`src/rtl/mem_access_ctrl_if.sv`:
```
// Pipeline-side request/response bus of the memory-stage load/store controller.
// master = pipeline, slave = controller.
interface mem_access_ctrl_if;
   logic        req_valid;
   logic        req_ready;
   logic        req_write;
   logic [1:0]  req_size;
   logic        req_signed;
   logic [31:0] req_addr;
   logic [31:0] req_wdata;
   logic        resp_valid;
   logic [31:0] resp_rdata;
   logic        resp_error;

   modport master (
      output req_valid, req_write, req_size, req_signed, req_addr, req_wdata,
      input  req_ready, resp_valid, resp_rdata, resp_error
   );

   modport slave (
      input  req_valid, req_write, req_size, req_signed, req_addr, req_wdata,
      output req_ready, resp_valid, resp_rdata, resp_error
   );
endinterface

```
`src/rtl/mem_access_ctrl.sv`:
```
// Load/store initiator for a byte-addressed, big-endian data RAM: pulses Enable
// around stable address/data and sign/zero-extends load results.
//
// state  | meaning
// IDLE   | ready for a request; mem_* outputs at 0
// SETUP  | address/size/rw/data driven, enable still low
// ACCESS | enable high for ACCESS_CYCLES cycles (down-counter)
// RESP   | one-cycle response pulse; mem_* still held, enable low
module mem_access_ctrl #(
   parameter int unsigned ADDR_LIMIT    = 256,
   parameter int unsigned ACCESS_CYCLES = 1
) (
   input  logic        clk,
   input  logic        reset,
   mem_access_ctrl_if.slave bus,
   output logic        mem_enable,
   output logic        mem_rw,
   output logic [31:0] mem_addr,
   output logic [31:0] mem_wdata,
   output logic [1:0]  mem_size,
   input  logic [31:0] mem_rdata
);

   typedef enum logic [1:0] {IDLE, SETUP, ACCESS, RESP} state_t;

   localparam logic [32:0] LIMIT    = 33'(ADDR_LIMIT);
   localparam logic [3:0]  CNT_LOAD = 4'(ACCESS_CYCLES - 1);

   state_t      state;
   logic [3:0]  cnt;
   logic        ld_signed;
   logic        resp_valid;
   logic        resp_error;
   logic [31:0] resp_rdata;

   logic [32:0] nbytes;
   logic [32:0] end_addr;
   logic        req_err;
   logic [31:0] wdata_mask;
   logic [31:0] rdata_ext;

   // end address is formed in 33 bits so a request near 2^32 cannot wrap into range
   always_comb begin
      nbytes     = 33'd4;
      wdata_mask = bus.req_wdata;
      case (bus.req_size)
         2'b00: begin
            nbytes     = 33'd1;
            wdata_mask = {24'b0, bus.req_wdata[7:0]};
         end
         2'b01: begin
            nbytes     = 33'd2;
            wdata_mask = {16'b0, bus.req_wdata[15:0]};
         end
         default: ;
      endcase
      end_addr = {1'b0, bus.req_addr} + nbytes;
      req_err  = (bus.req_size == 2'b11)
              || (bus.req_size == 2'b01 && bus.req_addr[0])
              || (bus.req_size == 2'b10 && bus.req_addr[1:0] != 2'b00)
              || (end_addr > LIMIT);
   end

   always_comb begin
      rdata_ext = mem_rdata;
      case (mem_size)
         2'b00:   rdata_ext = {{24{ld_signed & mem_rdata[7]}}, mem_rdata[7:0]};
         2'b01:   rdata_ext = {{16{ld_signed & mem_rdata[15]}}, mem_rdata[15:0]};
         default: ;
      endcase
   end

   always_ff @(posedge clk) begin
      if (reset) begin
         state      <= IDLE;
         cnt        <= 4'd0;
         ld_signed  <= 1'b0;
         resp_valid <= 1'b0;
         resp_error <= 1'b0;
         resp_rdata <= 32'd0;
         mem_enable <= 1'b0;
         mem_rw     <= 1'b0;
         mem_addr   <= 32'd0;
         mem_wdata  <= 32'd0;
         mem_size   <= 2'b00;
      end else begin
         case (state)
            IDLE: begin
               if (bus.req_valid) begin
                  if (req_err) begin
                     state      <= RESP;
                     resp_valid <= 1'b1;
                     resp_error <= 1'b1;
                     resp_rdata <= 32'd0;
                  end else begin
                     state     <= SETUP;
                     ld_signed <= bus.req_signed;
                     mem_rw    <= bus.req_write;
                     mem_addr  <= bus.req_addr;
                     mem_size  <= bus.req_size;
                     mem_wdata <= wdata_mask;
                  end
               end
            end
            SETUP: begin
               state      <= ACCESS;
               mem_enable <= 1'b1;
               cnt        <= CNT_LOAD;
            end
            ACCESS: begin
               if (cnt == 4'd0) begin
                  state      <= RESP;
                  mem_enable <= 1'b0;
                  resp_valid <= 1'b1;
                  resp_error <= 1'b0;
                  resp_rdata <= mem_rw ? 32'd0 : rdata_ext;
               end else begin
                  cnt <= cnt - 4'd1;
               end
            end
            RESP: begin
               state      <= IDLE;
               resp_valid <= 1'b0;
               resp_error <= 1'b0;
               resp_rdata <= 32'd0;
               mem_rw     <= 1'b0;
               mem_addr   <= 32'd0;
               mem_wdata  <= 32'd0;
               mem_size   <= 2'b00;
            end
            default: state <= IDLE;
         endcase
      end
   end

   assign bus.req_ready  = (state == IDLE);
   assign bus.resp_valid = resp_valid;
   assign bus.resp_error = resp_error;
   assign bus.resp_rdata = resp_rdata;

endmodule
```
`src/flat_wrapper.sv`:
```
// flat-port wrapper written by rule: the top's interface ports become plain ports
module mem_access_ctrl_flat 
#(
   parameter int unsigned ADDR_LIMIT    = 256,
   parameter int unsigned ACCESS_CYCLES = 1
)
  (clk, reset, mem_enable, mem_rw, mem_addr, mem_wdata, mem_size, mem_rdata, bus_req_valid, bus_req_write, bus_req_size, bus_req_signed, bus_req_addr, bus_req_wdata, bus_req_ready, bus_resp_valid, bus_resp_rdata, bus_resp_error);
  mem_access_ctrl_if bus_i ();
  input  logic clk;
  input  logic reset;
  output logic mem_enable;
  output logic mem_rw;
  output logic [31:0] mem_addr;
  output logic [31:0] mem_wdata;
  output logic [1:0] mem_size;
  input  logic [31:0] mem_rdata;
  input wire logic [$bits(bus_i.req_valid)-1:0] bus_req_valid;
  input wire logic [$bits(bus_i.req_write)-1:0] bus_req_write;
  input wire logic [$bits(bus_i.req_size)-1:0] bus_req_size;
  input wire logic [$bits(bus_i.req_signed)-1:0] bus_req_signed;
  input wire logic [$bits(bus_i.req_addr)-1:0] bus_req_addr;
  input wire logic [$bits(bus_i.req_wdata)-1:0] bus_req_wdata;
  output wire logic [$bits(bus_i.req_ready)-1:0] bus_req_ready;
  output wire logic [$bits(bus_i.resp_valid)-1:0] bus_resp_valid;
  output wire logic [$bits(bus_i.resp_rdata)-1:0] bus_resp_rdata;
  output wire logic [$bits(bus_i.resp_error)-1:0] bus_resp_error;
  assign bus_i.req_valid = bus_req_valid;
  assign bus_i.req_write = bus_req_write;
  assign bus_i.req_size = bus_req_size;
  assign bus_i.req_signed = bus_req_signed;
  assign bus_i.req_addr = bus_req_addr;
  assign bus_i.req_wdata = bus_req_wdata;
  assign bus_req_ready = bus_i.req_ready;
  assign bus_resp_valid = bus_i.resp_valid;
  assign bus_resp_rdata = bus_i.resp_rdata;
  assign bus_resp_error = bus_i.resp_error;
  mem_access_ctrl #(.ADDR_LIMIT(ADDR_LIMIT), .ACCESS_CYCLES(ACCESS_CYCLES)) u_core (.clk(clk), .reset(reset), .bus(bus_i), .mem_enable(mem_enable), .mem_rw(mem_rw), .mem_addr(mem_addr), .mem_wdata(mem_wdata), .mem_size(mem_size), .mem_rdata(mem_rdata));
endmodule
```
`config.mk`:
```
export PLATFORM = sky130hd
export DESIGN_NAME = mem_access_ctrl_flat
export DESIGN_NICKNAME = d
export VERILOG_FILES = /design/src/rtl/mem_access_ctrl_if.sv /design/src/rtl/mem_access_ctrl.sv /design/src/flat_wrapper.sv
export SDC_FILE = /design/constraint.sdc
export NUM_CORES = 1
export LEC_CHECK = 0
export CELL_PAD_IN_SITES_DETAIL_PLACEMENT = 0
export CELL_PAD_IN_SITES_GLOBAL_PLACEMENT = 1
export CORE_MARGIN = 1.5
export CORE_UTILIZATION = 34
export DETAILED_ROUTE_END_ITERATION = 6
export PLACE_DENSITY = 0.82
export REMOVE_ABC_BUFFERS = 1
export SYNTH_ARGS = -nofsm -noshare
export SYNTH_HDL_FRONTEND = slang
export SYNTH_SLANG_ARGS = --single-unit
```
`constraint.sdc`:
```
create_clock -name clk -period 8.3 [get_ports clk]
set_clock_uncertainty 0.1 [all_clocks]
set_input_delay 1.66 -clock clk [delete_from_list [all_inputs] [get_ports clk]]
set_output_delay 1.66 -clock clk [all_outputs]
set_load 0.01 [all_outputs]
```
; ---- Yosys cells after proc, flatten, opt, wreduce, memory -nomap -nowiden
; Index checks and enable logic that the tools add are counted.
[word_totals]
register_bits = 109
input_bits = 103
output_inout_bits = 103
[classes]
n_mux = 33
bitwise_logic = 3
n_eq_ne = 12
n_lt_le_gt_ge = 1
add_sub_neg = 2
reduce_logical = 19
[ops]
columns = cell, count
row1 = 32-bit two-way mux, 8
row2 = 32-bit case mux with 2 select lines, 4
row3 = 32-bit case mux with 3 select lines, 1
row4 = 32-bit by 3-bit adder with 33-bit output, 1
row5 = 33-bit by 9-bit greater-than comparator with 1-bit output (second input constant), 1
row6 = 2-bit two-way mux, 5
row7 = 2-bit equality test (second input constant), 4
row8 = 2-bit case mux with 4 select lines, 1
row9 = 4-bit case mux with 2 select lines, 1
row10 = 2-bit by 1-bit equality test with 1-bit output (second input constant), 3
row11 = 2-bit zero test, 3
row12 = 1-bit two-way mux, 6
row13 = 2-bit inequality test (second input constant), 3
row14 = 1-bit case mux with 3 select lines, 2
row15 = 3-bit case mux with 2 select lines, 1
row16 = 2-bit AND reduction, 3
row17 = 3-bit AND reduction, 2
row18 = 2-bit nonzero test, 3
row19 = 4-bit zero test, 1
row20 = 4-bit two-way mux, 1
row21 = 2-bit by 1-bit inequality test with 1-bit output (second input constant), 2
row22 = 1-bit case mux with 2 select lines, 2
row23 = 2-bit case mux with 2 select lines, 1
row24 = 4-bit AND reduction, 1
row25 = other kinds (6), 10

; ---- Logic depth before layout (Yosys ltp)
; Gate-level depths: netlist of run 1.
[logic_depth]
ltp_word = 8
depth_mapped = 14

; ---- Least setup slack after synthesis of run 1
; Ideal clock, no wire load.
[synth_timing]
path_kind = in2reg
start = input bus_req_size[1]
end = register u_core.resp_rdata[14], in the netlist u_core.bus.resp_rdata[14]
n_path_buf = 2
setup_slack_ps = 3080
arrival_ps = 4997
required_ps = 8077
cell_stages = 13
path_cell_list = nor2_1 ha_1 fa_1 or2_2 a211oi_1 or4b_1 a211oi_2 a2bb2o_4 or4b_1 buf_2 nand2_4 buf_6 mux2_1
[synth_between]
elab_chain_len = 7
word_cells_on_any_way = 14
[synth_lines]
columns = item, line_no
row1 = from (decl), flat_wrapper.sv:19  ; input wire logic [$bits(bus_i.req_size)-1:0] bus_req_size;
row2 = 2-bit by 1-bit equality test with 1-bit output or 2-bit zero test (tied branches), "mem_access_ctrl.sv:46, mem_access_ctrl.sv:59"
row3 = 3-bit case mux with 2 select lines or 1-bit logical AND (tied branches), "mem_access_ctrl.sv:46, mem_access_ctrl.sv:59"
row4 = 32-bit by 3-bit adder with 33-bit output or 1-bit logical OR (tied branches), "mem_access_ctrl.sv:57, mem_access_ctrl.sv:59"
row5 = 33-bit by 9-bit greater-than comparator with 1-bit output or 1-bit logical OR (tied branches), "mem_access_ctrl.sv:61, mem_access_ctrl.sv:60"
row6 = 1-bit logical OR (*), mem_access_ctrl.sv:61  ; || (end_addr > LIMIT);
row7 = 2-bit by 1-bit inequality test with 1-bit output (no source line) (*), --
row8 = 4-bit AND reduction (no source line) (*), --
row9 = to (signal assigned), mem_access_ctrl.sv:116  ; resp_rdata <= mem_rw ? 32'd0 : rdata_ext;
row10 = to (decl), mem_access_ctrl.sv:34  ; logic [31:0] resp_rdata;
; Every way passes the cells marked *; elsewhere a longest branch is shown, timed or not.
; A chain may end at the register's enable or synchronous reset.

; ---- Final worst setup path of run 1
[layout_timing]
start = input bus_req_size[1]
end = register u_core.resp_rdata[12], in the netlist u_core.bus.resp_rdata[12]
; The elaborated chain is that of the path after synthesis.

==> results.md, run 1 <==
- Synth area leaders: dfxtp_1 (42%), mux2i_1 (11%), nand2_1 (9.8%)
- CP max stage cell: or4b_1
- IO buf count: 205
- Placer Congestion: 0.8837
- Core box area: 0.01509 sq mm
- Most used DFF post-synth: dfxtp_1
- Total GRT Usage: 18.79%
- I/O Pins: 206
- Power density over the cells: 170.6 mW/mm^2
- Biggest cell delay along the critical path: 0.94 ns
- Syn-to-layout area delta: 45.99%
- Top cell type's share of synthesized area: 41.73%
- Number of flops mapped to enable cells by yosys: 0
- Maximum root-to-sink buffer count: 2
- Final Hold Fails: 0
- Via count: 5012
- Congestion Overflow GR: 0
- Antenna diodes: 0
- CTS Buf Count: 9
- First-pass GRT wire length: 24560 um
- Post_cts resized: 0
- Clock slew at reported path FFs: 0.07 ns
- Leak: 3.094 nW
- Crit-path cells: clkdlybuf4s50_1 > nor2_1 > ha_1 > fa_1 > a21oi_1 > or3_1 > nor3_1 > a211o_1 > or4_1 > or4b_1 > nand2_4 > mux2_2
- Drt initial violations: 281
- Avg WL per Cell: 16.01 um
- Final wirelength: 15530 um
- Drt drc: 0
- Layout cells sized above 1: 4.604%
- Top-count cell post-synth: nand2_1
- Placed wire-length estimate: 11620 um
- Fin nets: 891
- Worst rel slew slack: 26.35%
- Period minus WS final: 6.183 ns
- Async SR Flop Fraction: 0%
- Number of synthesized register bits: 109
- Slew @ Worst Pin: 1.096 ns
- RSZ-0062 raised after global routing: false
- Tightest Hold Check Type: register to register
- Crit Path Max Fanout: 23
- DP Worst Slack: 1.786 ns
- Sequential share of the synthesized area: 41.73%
- Initial antenna violation count: 0
- Number of global-route vias before repair: 4996
- Peak supply drop: 97.15 uV
- Synth Instances: 599
- FF-to-FF path depth: 8
- Worst reg2reg setup slack: 4.58 ns
- CTS tree: yes
- TritonRoute pass-1 iters: 4
- Count of cell types in the netlist: 66
- Final core occ: 50.59%
- Reg2reg start: u_core.state[0]
- Placed insts: 955
- Top post-synthesis cells by count: nand2_1 (136), dfxtp_1 (109), mux2i_1 (56)
- Die outline area: 0.01613 sq mm
- YS warnings: 0
- WHS Endpoint: u_core.mem_addr[2]
- Final period util: 74.49%
- Worst Min Path Start: u_core.mem_addr[2]
- Crit end category: register
- Hold Crit Depth: 2
- Reg-to-Reg End: u_core.bus.resp_rdata[12]
- H-tree levels: 3
- Root buf cell: clkbuf_16
- Setup Fix Bufs, Post-CTS: 0
- Largest net degree at the start of global routing: 69
- Critical path depth: 12
- Final Max Slew Viols: 0
- Setup violations, final: 0
- Critical Path RT: 8.43 ns
- Critical Path Source Type: primary input
- ANT nets after route: 0
- Status: complete, no violations
- Post-route insts no fill: 970
- Number of vias per cell: 5.167
- Die H: 127.0 um
- Worst setup margin: 2.117 ns
- Crit path buf inv count: 1
- CP top delay family: simple AND/OR/NAND/NOR gates
- Post-synth top area cell: dfxtp_1
- F_max: 161.7 MHz
- Cell Rows: 45
- Starting Density: 34.65%
- Worst-Skew Late Latency: 0.34 ns
- Mean Syn Cell Area: 8.729 sq um
- CP Class: primary input to register
- Filler cells: 1428
- CP Data Arrival Time: 6.32 ns
- Max-cap violation count: 0
- Post-Syn Area: 0.005229 sq mm
- CTS Hold Bufs: 0
- Setup_tns: 0 ns
- DIE WIDTH: 127.0 um
- Clock Sinks: 109
-- metal layers --
layer  vias to the layer above  GRT usage, %  share of wire [%]
met2                       159         32.45                 48
met3                        20         3.936                5.5
met4                         0         6.217                1.9
li1                       2478             -                  -
met1                      2355         23.39                 45
met5                         -             0                  0
-- how the worst max path moves through the flow --
| stage | from | to |
|---|---|---|
| 2_1_floorplan | bus_req_size[1] | u_core.mem_addr[10] |
| 4_1_cts | bus_req_size[1] | u_core.bus.resp_rdata[9] |
| 6_report | bus_req_size[1] | u_core.bus.resp_rdata[12] |
| 3_3_place_gp | bus_req_size[1] | u_core.bus.resp_rdata[13] |
| 5_1_grt | bus_req_size[1] | u_core.bus.resp_rdata[12] |
| 3_5_place_dp | bus_req_size[1] | u_core.bus.resp_rdata[8] |
-- metrics by stage --
stage | instance area, sq um | hold WS (ns) | power [mW]
6_report | 7634 | 0.3589 | 1.302
5_1_grt | 7634 | 0.3825 | 1.368
4_1_cts | 7634 | 0.3635 | 1.318
3_5_place_dp | 7356 | 0.3541 | 0.9133
3_3_place_gp | 7356 | 0.3447 | 0.9045
2_1_floorplan | 5039 | 0.3704 | 0.7593
-- power breakdown --
part           leakage, nW  total [mW]  switching (mW)  internal [mW]
registers            0.879       0.555          0.0131          0.542
clock network        0.135       0.402           0.183          0.219
logic                 2.08       0.346           0.191          0.155
total                 3.09        1.30           0.387          0.915
-- state kept, by name, summed over array words and instances (netlist names) --
name	cells
u_core.cnt	4
u_core.bus.resp_rdata	32
u_core.mem_size	2
u_core.bus.resp_error	1
u_core.state	2
u_core.ld_signed	1
u_core.mem_wdata	32
u_core.mem_addr	32
u_core.mem_enable	1
u_core.bus.resp_valid	1
u_core.mem_rw	1
-- kinds of logic after synthesis --
group                    count (synthesis)  synth area share, %
AND/OR/NAND/NOR                        260                24.31
flip-flops                             109                41.73
AO/OA/AOI/OAI                          102                13.83
multiplexers                            65                12.66
buffers and inverters                   50                4.427
adder cells (fa/ha/maj)                 10                2.537
XOR/XNOR                                 3               0.5026
-- worst register-to-register path, delay by kind of cell (launching register included) --
| kind | cells | cell delay [ns] |
|---|---|---|
| flip-flops | 1 | 0.34 |
| adder cells (fa/ha/maj) | 1 | 0.35 |
| buffers and inverters | 1 | 0.10 |
| multiplexers | 1 | 0.37 |
| AND/OR/NAND/NOR | 3 | 1.88 |
| AO/OA/AOI/OAI | 2 | 0.47 |
-- area by class of cell --
type | instances | area (sq um) | share of cell area, %
clock buffer | 12 | 256.5 | 3.360
inverter | 11 | 41.29 | 0.5409
multi-input combinational | 440 | 2830 | 37.08
sequential | 109 | 2182 | 28.59
clock inverter | 3 | 21.27 | 0.2786
tap | 188 | 235.2 | 3.081
timing repair buffer | 207 | 2067 | 27.08
-- layout by cell type, fill, tap and decap left out, drive strengths merged, types with 3 or more instances in the layout --
| cell | synthesis | layout |
|---|---|---|
| o31ai | 4 | 4 |
| clkbuf | 26 | 12 |
| and4 | 3 | 3 |
| mux2i | 56 | 56 |
| nor3b | 3 | 3 |
| a211oi | 3 | 3 |
| or2 | 4 | 4 |
| and2 | 4 | 4 |
| or4b | 4 | 4 |
| nor4 | 8 | 8 |
| clkdlybuf4s50 | 0 | 205 |
| nand2 | 137 | 137 |
| ha | 9 | 9 |
| a22o | 16 | 16 |
| nor2b | 12 | 12 |
| nand4 | 4 | 4 |
| inv | 11 | 11 |
| dfxtp | 109 | 109 |
| o21ai | 13 | 13 |
| a311oi | 4 | 4 |
| nor3 | 14 | 14 |
| and3 | 26 | 26 |
| nand3 | 10 | 10 |
| or3 | 3 | 3 |
| nor2 | 17 | 17 |
| mux2 | 9 | 9 |
| a21oi | 36 | 36 |
Note: power is estimated with default switching activity, not from simulation.
==> run 2, diff against run 1 <==
CORE_UTILIZATION = 32   (was 34)
PLACE_DENSITY = 0.77   (was 0.82)
clock period = 5.9 ns   (was 8.3 ns; I/O delays follow)
==> run 2 against run 1 <==
Wire length grew 1.6%. Critical path depth is the same. Clock power is 66% higher. Sequential power increased by 41%. Largest cell class unchanged. Via count is 1.0% lower. Count of clock-buffer cells in the layout is 3 lower. Critical endpoint unchanged. Hold slack barely moved.
==> results.md, run 2 (synthesis results as in run 1) <==
- Post_cts resized: 0 (unchanged)
- Crit. Startpoint: bus_req_size[1] (unchanged)
- Root buf cell: clkbuf_16 (unchanged)
- Antenna diodes: 0 (unchanged)
- Worst hold slack: 0.3589 ns (about the same)
- Setup_tns: 0 ns (unchanged)
- Final wirelength: 15780 um (was 15530 um)
- Number of vias per cell: 4.935 (was 5.167)
- Worst Min Path Start: u_core.mem_addr[8] (was u_core.mem_addr[2])
- Clock slew at reported path FFs: 0.07 ns (about the same)
- Die outline area: 0.01712 sq mm (was 0.01613 sq mm)
- Worst-Skew Late Latency: 0.35 ns (was 0.34 ns)
- Syn-to-layout area delta: 48.82% (was 45.99%)
- Critical Path Source Type: primary input (unchanged)
- Power density over the cells: 249.0 mW/mm^2 (was 170.6 mW/mm^2)
- Status: complete, no violations (unchanged)
- Die H: 130.8 um (was 127.0 um)
- DP Area: 0.007451 sq mm (was 0.007356 sq mm)
- Max-cap violation count: 0 (unchanged)
- First-pass GRT wire length: 24620 um (was 24560 um)
- Number of global-route vias before repair: 4886 (was 4996)
- CP Data Arrival Time: 5.50 ns (was 6.32 ns)
- Worst rel slew slack: 32.31% (was 26.35%)
- Largest net degree at the start of global routing: 39 (was 69)
- FF-to-FF path depth: 8 (unchanged)
- Reg-to-Reg End: u_core.bus.resp_rdata[12] (unchanged)
- CTS tree: yes (unchanged)
- CP Class: primary input to register (unchanged)
- Slew @ Worst Pin: 1.008 ns (was 1.096 ns)
- Crit end category: register (unchanged)
- WHS Endpoint: u_core.mem_addr[8] (was u_core.mem_addr[2])
- Congestion Overflow GR: 0 (unchanged)
- Final Hold Fails: 0 (unchanged)
- Peak supply drop: 179.0 uV (was 97.15 uV)
- IO buf count: 205 (unchanged)
- Tightest Hold Check Type: register to register (unchanged)
- Placer Congestion: 0.8621 (was 0.8837)
- Avg WL per Cell: 15.70 um (was 16.01 um)
- Leak: 3.151 nW (was 3.094 nW)
- Power, Total: 1.938 mW (was 1.302 mW)
- Most common cell after layout, fill and taps aside: clkdlybuf4s50_1 (unchanged)
- Crit Path Max Fanout: 16 (was 23)
- Setup violations, final: 0 (unchanged)
- Final period util: 90.91%
- Final Max Slew Viols: 0 (unchanged)
- Reg2reg start: u_core.state[0] (unchanged)
- Drt drc: 0 (unchanged)
- Worst reg2reg setup slack: 2.39 ns (was 4.58 ns)
- I/O Pins: 206 (unchanged)
- Initial antenna violation count: 0 (unchanged)
- Total GRT Usage: 18.39% (was 18.79%)
- Critical Path RT: 6.04 ns (was 8.43 ns)
- Largest regs: u_core.bus.resp_rdata (32), u_core.mem_addr (32), u_core.mem_wdata (32) (unchanged)
- Cell Rows: 46 (was 45)
- Placed wire-length estimate: 12040 um (was 11620 um)
- CTS Buf Count: 9 (unchanged)
- Core box area: 0.01594 sq mm (was 0.01509 sq mm)
- CTS Hold Bufs: 0 (unchanged)
- Clock Sinks: 109 (unchanged)
- F_max: 186.4 MHz
- Period minus WS final: 5.363 ns
- Most frequent cells in the layout: clkdlybuf4s50_1 (205), nand2_1 (136), dfxtp_1 (109) (unchanged)
- ANT nets after route: 0 (unchanged)
- Final instance area: 0.007781 sq mm (was 0.007634 sq mm)
- Starting Density: 32.80% (was 34.65%)
- H-tree levels: 3 (unchanged)
- Drt initial violations: 157 (was 281)
- DIE WIDTH: 130.8 um (was 127.0 um)
- Setup Fix Bufs, Post-CTS: 0 (unchanged)
- Hold Crit Depth: 2 (unchanged)
- Fin nets: 897 (was 891)
- RSZ-0062 raised after global routing: false (unchanged)
- Via count: 4960 (was 5012)
- Maximum root-to-sink buffer count: 2 (unchanged)
- Layout cells sized above 1: 5.703% (was 4.604%)
- TritonRoute pass-1 iters: 4 (unchanged)
run 2: cell types whose count changed in the layout (fill, tap and decap cells not counted), sizes merged:
| cell | change |
|---|---|
| buf | +6 |
| bufinv | +2 |
| clkbuf | -3 |
| clkinv | -1 |
| inv | +3 |
run 2: cell type report:
cell class	count	area (sq um)
clock buffers	9	225.2
clock inverters	7	105.1
fillers	1517	8162
inverters	11	41.29
multi-input cells	440	2833
flip-flops and latches	109	2182
well taps	216	270.3
repair buffers	213	2125
run 2: worst max-delay path: stages:
cell,delay (ns)
clkdlybuf4s50_1,0.53
nor2_1,0.22
ha_1,0.21
fa_1,0.41
or2_2,0.30
a211oi_1,0.22
or4b_1,0.48
a211oi_2,0.26
a2bb2o_4,0.24
or4b_1,0.75
nand2_4,0.32
mux2_2,0.37
run 2: how the worst max path moves through the flow:
stage / end / slack, ns
floorplan: u_core.mem_addr[10] / 0.40
global placement: u_core.bus.resp_rdata[13] / 0.28
detailed placement: u_core.bus.resp_rdata[11] / 0.20
CTS: u_core.bus.resp_rdata[11] / 0.56
global route: u_core.bus.resp_rdata[12] / 0.31
finish: u_core.bus.resp_rdata[12] / 0.54
run 2: stage by stage:
stage          std cells  worst slack (ns)  util, %
4_1_cts             1005            0.5641    48.81
3_5_place_dp         989            0.1955    46.74
5_1_grt             1005            0.3119    48.81
6_report            1005            0.5365    48.81
2_1_floorplan        560            0.3957        -
3_3_place_gp         989            0.2809    46.74
run 2: report_power, final:
group | total (mW) | switching [mW] | internal (mW)
registers | 0.780 | 0.0187 | 0.761
logic | 0.491 | 0.272 | 0.219
clock network | 0.667 | 0.288 | 0.379
run 2: per-layer routing:
metal,routed length (um),global-route usage (%),vias up
li1,-,-,2501
met1,6869,21.38,2304
met2,7798,33.59,141
met3,923,4.560,14
met4,189,4.913,0
met5,0,0,-
==> run 3, diff against run 2 <==
HOLD_SLACK_MARGIN = 0.06   (was unset)
==> results of run 3 <==
No change in the layout: final DEF, timing and power equal those of run 2.
